<file path="src/rtl/register_dump_streamer.sv">
// Snapshots the 256-bit register bus on request and streams it out bytewise:
// sync byte, R0..R31, then a checksum byte when REG_DUMP_CHECKSUM_EN is defined.
module register_dump_streamer #(
   parameter logic [7:0] SYNC_BYTE = 8'hA5
) (
   input  logic         clock,
   input  logic         clr_n,
   input  logic [255:0] all_registers,
   input  logic         dump_req,
   output logic         busy,
   output logic [7:0]   tx_data,
   output logic         tx_valid,
   input  logic         tx_ready,
   output logic         dump_done
);

   // state | meaning
   // IDLE  | waiting for dump_req; snapshot taken on the request edge
   // SYNC  | offering SYNC_BYTE
   // DATA  | offering snapshot byte R(idx)
   // CSUM  | offering mod-256 sum of R0..R31 (checksum builds only)
   // DONE  | one-cycle dump_done pulse, then back to IDLE
`ifdef REG_DUMP_CHECKSUM_EN
   typedef enum logic [2:0] {IDLE, SYNC, DATA, CSUM, DONE} state_t;
`else
   typedef enum logic [2:0] {IDLE, SYNC, DATA, DONE} state_t;
`endif

   state_t         state;
   logic [255:0]   snapshot;
   logic [4:0]     idx;
   logic [4:0]     idx_nxt;
   logic           xfer;

   assign xfer    = tx_valid & tx_ready;
   assign idx_nxt = idx + 5'd1;

`ifdef REG_DUMP_CHECKSUM_EN
   logic [7:0] csum;
   logic [7:0] csum_sum;
   assign csum_sum = csum + tx_data;
`endif

   always_ff @(posedge clock or negedge clr_n) begin
      if (!clr_n) begin
         state     <= IDLE;
         snapshot  <= '0;
         idx       <= '0;
         busy      <= 1'b0;
         tx_data   <= 8'h00;
         tx_valid  <= 1'b0;
         dump_done <= 1'b0;
`ifdef REG_DUMP_CHECKSUM_EN
         csum      <= 8'h00;
`endif
      end else begin
         case (state)
            IDLE: begin
               if (dump_req) begin
                  snapshot <= all_registers;
                  idx      <= '0;
`ifdef REG_DUMP_CHECKSUM_EN
                  csum     <= 8'h00;
`endif
                  busy     <= 1'b1;
                  tx_data  <= SYNC_BYTE;
                  tx_valid <= 1'b1;
                  state    <= SYNC;
               end
            end
            SYNC: begin
               if (xfer) begin
                  idx     <= '0;
                  tx_data <= snapshot[7:0];
                  state   <= DATA;
               end
            end
            DATA: begin
               if (xfer) begin
                  idx <= idx_nxt;
`ifdef REG_DUMP_CHECKSUM_EN
                  csum <= csum_sum;
`endif
                  if (idx == 5'd31) begin
`ifdef REG_DUMP_CHECKSUM_EN
                     tx_data <= csum_sum;
                     state   <= CSUM;
`else
                     tx_valid  <= 1'b0;
                     dump_done <= 1'b1;
                     state     <= DONE;
`endif
                  end else begin
                     tx_data <= snapshot[{idx_nxt, 3'b000} +: 8];
                  end
               end
            end
`ifdef REG_DUMP_CHECKSUM_EN
            CSUM: begin
               if (xfer) begin
                  tx_valid  <= 1'b0;
                  dump_done <= 1'b1;
                  state     <= DONE;
               end
            end
`endif
            DONE: begin
               dump_done <= 1'b0;
               busy      <= 1'b0;
               state     <= IDLE;
            end
            default: begin
               busy      <= 1'b0;
               tx_valid  <= 1'b0;
               dump_done <= 1'b0;
               state     <= IDLE;
            end
         endcase
      end
   end

endmodule

</file>
<file path="config.mk">
export PLATFORM = sky130hd
export DESIGN_NAME = register_dump_streamer
export DESIGN_NICKNAME = d
export VERILOG_FILES = /design/src/rtl/register_dump_streamer.sv
export SDC_FILE = /design/constraint.sdc
export NUM_CORES = 1
export LEC_CHECK = 0
export BUFFER_PORTS_ARGS = -buffer_cell sky130_fd_sc_hd__clkbuf_2
export CAP_MARGIN = 25
export CORE_MARGIN = 4
export CORE_UTILIZATION = 50
export DETAILED_ROUTE_END_ITERATION = 12
export PLACE_DENSITY = 0.72
export SYNTH_ARGS = -nofsm -noshare
export SYNTH_HDL_FRONTEND = slang
export SYNTH_SLANG_ARGS = --single-unit
</file>
<file path="constraint.sdc">
create_clock -name clock -period 2.4 [get_ports clock]
set_input_delay 0.24 -clock clock [delete_from_list [all_inputs] [get_ports clock]]
set_output_delay 0.24 -clock clock [all_outputs]
set_load 0.02 [all_outputs]
</file>
==> impl.org <==
** Detailed routing
- In the final routed layout, each cell accounts on average for 22.0 um.
- The routed design has 38.0 mm of wire.
- Detail-routed via count per cell :: 5.47
- The final route contains 9434 vias.
- DRC violations left :: 0
- The detailed router finished its first iteration with 619 violations.
- DRT Pass-1 Iters :: 7
- Final ANT Viol Nets :: 0

** Worst hold path
- The path class of the tightest hold or removal check is in -> reg.
- The path with the worst hold slack has its endpoint at busy$_DFFE_PN0P_.
- Hold wc startpoint :: dump_req
- The worst hold path passes through 3 cells.

** Floorplanning
- Initial cell density of the core :: around 51%
- Top-level I/O count :: 271
- The die covers between 20000 and 30000 um2.
- Die extent in x :: 167 um
- Row generation in the floorplan step produced between 50 and 60 rows.
- The total area inside the core boundary comes to roughly 25000 um2.
- Overall die height :: ~170 um

** Logic synthesis
- The synthesized netlist occupies a cell area of 12600 um2.
- Summed over its instances, the top area cell type makes up between 50% and 60% of the synthesized netlist area.
- Count of flip-flops with a built-in enable after synthesis :: 0
- For this run, the leading register cell type out of synthesis is dfrtp_1.
- Post-synthesis sequential area ratio :: between 50% and 60%
- A synthesized cell averages ~15 um2.
- Number of instances in the synthesized netlist :: 833
- Most frequent cells after synthesis :: 274 x dfrtp_1, 257 x mux2_2, 56 x nand2_1
- In this run, synthesis produced a sequential element count of approximately 270.
- Yosys instantiated no cell more often than dfrtp_1.
- The synthesized design spends more area on one cell type than any other, namely dfrtp_1.
- Ranked by total cell area, the synthesized netlist is headed by dfrtp_1 55%, mux2_2 23%, mux4_2 9.1%, mux2i_1 1.9%, nand2_1 1.7%.
- For this run, the number of Yosys warnings is 0.
- After synthesis, the netlist uses 40 different library cells.
- Counting every net in the synthesized netlist gives about 1100.
- Async S/R FF share, synth :: between 90% and 100%

** CTS
- Later-pin clock latency in the skew report :: 540 ps
- In this run the number of H-tree levels came out at 1.
- Buffer type at the clock tree root :: clkbuf_16
- Sinks on Clock Net :: approximately 270
- TritonCTS built the clock tree.
- No sink is reached through more buffers than the 3 on the longest clock path.
- After clock tree synthesis, the clock-pin slew on the worst setup and hold paths is around 60 ps.
- In this run, CTS created clock tree buffers numbering 29.

** GRT
- Entering global routing, the biggest net connects 73 pins.
- In the global route stage, overall resource usage came out at between 20% and 30%.
- For this run the aggregate overflow at the end of global routing stands at 0.
- Wire length of the first global-routing pass :: slightly below 60 mm
- The via count of the first global-routing pass came to 10600.
- Antenna violations before repair :: 3

** Power
- Logic pwr share :: a little over two fifths
- Maximum vdd ir drop :: 0.000744 V
- In this run the power density over the cells is 1230 nW/um2.
- Power, Total :: around 22 mW
- Of the total power, the clock network draws 19.9%.
- In this run the static leakage power is around 8.1 nW.
- Power spent charging and discharging nets :: 7.38 mW
- Internal power contribution :: around 15 mW
- Net switching is ~33% of the power.
- Sequential fraction of design power :: a little under two fifths

** Setup path
- At the worst endpoint, the arrival time is approximately 2800 ps.
- Type of element launching the critical path :: flop
- In this run the critical register-to-register path is captured at tx_data[4]$_DFFE_PN0P_.
- Highest net fanout along the worst path :: 11
- Data on the critical path is required at its endpoint by between 2000 and 3000 ps.
- Counting cells, the worst reg-to-reg path comes to 9.
- Setup slack of the most critical reg-to-reg path :: about 63 ps
- Crit Path Category :: reg -> reg
- Startpoint of the worst register-to-register path :: idx[0]$_DFFE_PN0P_
- Endpoint kind of the worst setup timing path :: flop

** Finish
- After the last flow step, the layout net total stands at approximately 1600.
- Final design utilization :: about three quarters
- Summing all multi-input logic gate instances after layout gives 5470 um2.
- Register area :: 6860 um2
- The count of cells in the finished layout, fillers not included, comes to about 1700.
- Fraction of final layout cells sized beyond drive strength 1 :: about half
- Area growth syn-to-layout :: 44.6%
- The filler cells instantiated in the layout total ~1500.
- Summed area of non-filler cells in the final layout :: approximately 18000 um2

** Placed design
- The count of buffers added on input and output ports is 270.
- Detailed placement ended at an HPWL of about 23 mm.
- The placed instances occupy a cell area of ~15000 um2.
- Including well taps, the total number of placed cells is ~1400.
- Timing analysis after detailed placement gives a worst setup slack of -51.6 ps.
- Routability-driven placement congestion ratio :: about 0.84

** Timing
- Number of max-slew violations in the final report :: 0
- Final cycle utilization of the critical path :: between 90% and 100%
- The worst pin sits at a relative slew slack of between 60 and 70%.
- The worst path in the final design needs a cycle of approximately 2300 ps, including I/O delays and setup.
- The number of failing hold endpoints at the final stage came to 0.
- Worst setup margin :: between 60 and 70 ps
- Timing would allow up to around 430 MHz.
- Tightest Pin Transition :: ~560 ps
- Adding up every negative setup slack in the final design gives 0 ps.
- Setup clock skew after layout :: 11.2 ps
- Hold Worst Slack :: about 30 ps
- Setup violations remaining at the end of the flow were counted as 0.
- RSZ-0062 raised after global routing :: no

** Status
- Run status :: completed

** Flow run
- The tool flagged a number of max-cap violations equal to 0.
## layer usage
layer / track usage (%) / vias to the layer above / routed length [um] / part of all wire [%]
met2: 46.7 / 384 / 19100 / 50
met4: 10.6 / 0 / 1710 / 4.5
met3: 5.21 / 106 / 2310 / 6.1
li1: - / 4189 / - / -
met1: 34.5 / 4755 / 14900 / 39
met5: 0 / - / 0 / 0
## placed cells by master (no fill, tap or decap), types with 2 or more instances in the layout
master         Yosys  layout
a22oi_1            7       7
clkbuf_2           0     269
ha_1               6       4
a21o_1             2       2
a31oi_1            4       4
mux2i_2            0       4
bufinv_16          0       2
nor2_1            11      11
a221oi_1           2       2
clkinv_2           0       3
mux2i_1           24      20
o21ai_0           12      12
nor3_1            11      11
mux4_2            51      52
a21oi_1           12      12
nand2b_1           4       4
o31ai_1            2       2
and3_1             6       6
o311ai_1           3       3
mux2_2           257     257
buf_4              4      26
clkbuf_16          0      29
buf_12             3      15
nand2_1           56      55
dlygate4sd3_1      0     257
dfrtp_1          274     273
o32a_1             4       4
buf_8              0       2
mux4_1             7       6
diode_2            0       3
clkbuf_1          34       7
inv_1              6       6
a311oi_1           4       4
clkbuf_8           0       7
## cell type report
type / instances / share of cell area [%]
clock inverters: 6 / 0.461
repair buffers: 571 / 24.6
diodes: 3 / 0.0413
inverters: 6 / 0.124
well taps: 324 / 2.23
flip-flops and latches: 274 / 37.7
multi-input cells: 499 / 30.1
clock buffers: 43 / 4.67
## timing repair
action                                  in CTS  in global routing
hold endpoints to repair                   486                  0
hold buffers                               257                  0
pin swaps                                    0                  2
gates resized for setup                      1                 12
endpoints found under the setup margin       4                  7
gates cloned                                 0                  0
buffers inserted                             0                  4
## sequential cells by signal, indices dropped and copies added (netlist names)
signal	cells
busy	1
dump_done	1
idx	5
snapshot	256
state	2
tx_data	8
tx_valid	1
## worst max-delay path by stage
stage / to / slack (ps) / cells after the start / from
finish: tx_data[4]$_DFFE_PN0P_ / 60 / 9 / idx[0]$_DFFE_PN0P_
global route: tx_data[5]$_DFFE_PN0P_ / 9 / 7 / idx[0]$_DFFE_PN0P_
CTS: tx_data[4]$_DFFE_PN0P_ / 1 / 8 / idx[0]$_DFFE_PN0P_
detailed placement: tx_data[4]$_DFFE_PN0P_ / -50 / 8 / idx[0]$_DFFE_PN0P_
global placement: tx_data[4]$_DFFE_PN0P_ / 40 / 8 / idx[0]$_DFFE_PN0P_
floorplan: tx_data[6]$_DFFE_PN0P_ / 240 / 8 / idx[0]$_DFFE_PN0P_
## critical path, cell delays in order, from the launching register on
cell and delay [ps]:
dfrtp_4 520, ha_4 310, buf_12 120, buf_12 140, mux4_2 320, nand2_1 100, nand2_1 120, a221oi_1 350
buf_4 160, a21oi_1 60
## power groups by stage
stage	clock network, mW	logic [mW]	registers, mW
global route	4.71	10.2	8.56
CTS	4.50	9.24	8.21
finish	4.46	9.56	8.37
detailed placement	0	8.87	8.27
floorplan	0	6.44	7.81
global placement	0	8.68	8.16
## cell families (layout without fill, tap and decap cells)
kind of cell / after synthesis / in the layout / share of synthesized area, %
muxes: 339 / 339 / 35.5
AOI/OAI and AO/OA: 59 / 59 / 3.29
other: 0 / 3 / 0
xor gates and xnor gates: 4 / 4 / 0.339
DFF: 274 / 274 / 54.6
adders and majority gates: 6 / 6 / 0.597
buffers and inverters: 60 / 626 / 2.58
and+or+nand+nor: 91 / 91 / 3.09
Power figures use the tool's default switching activity.
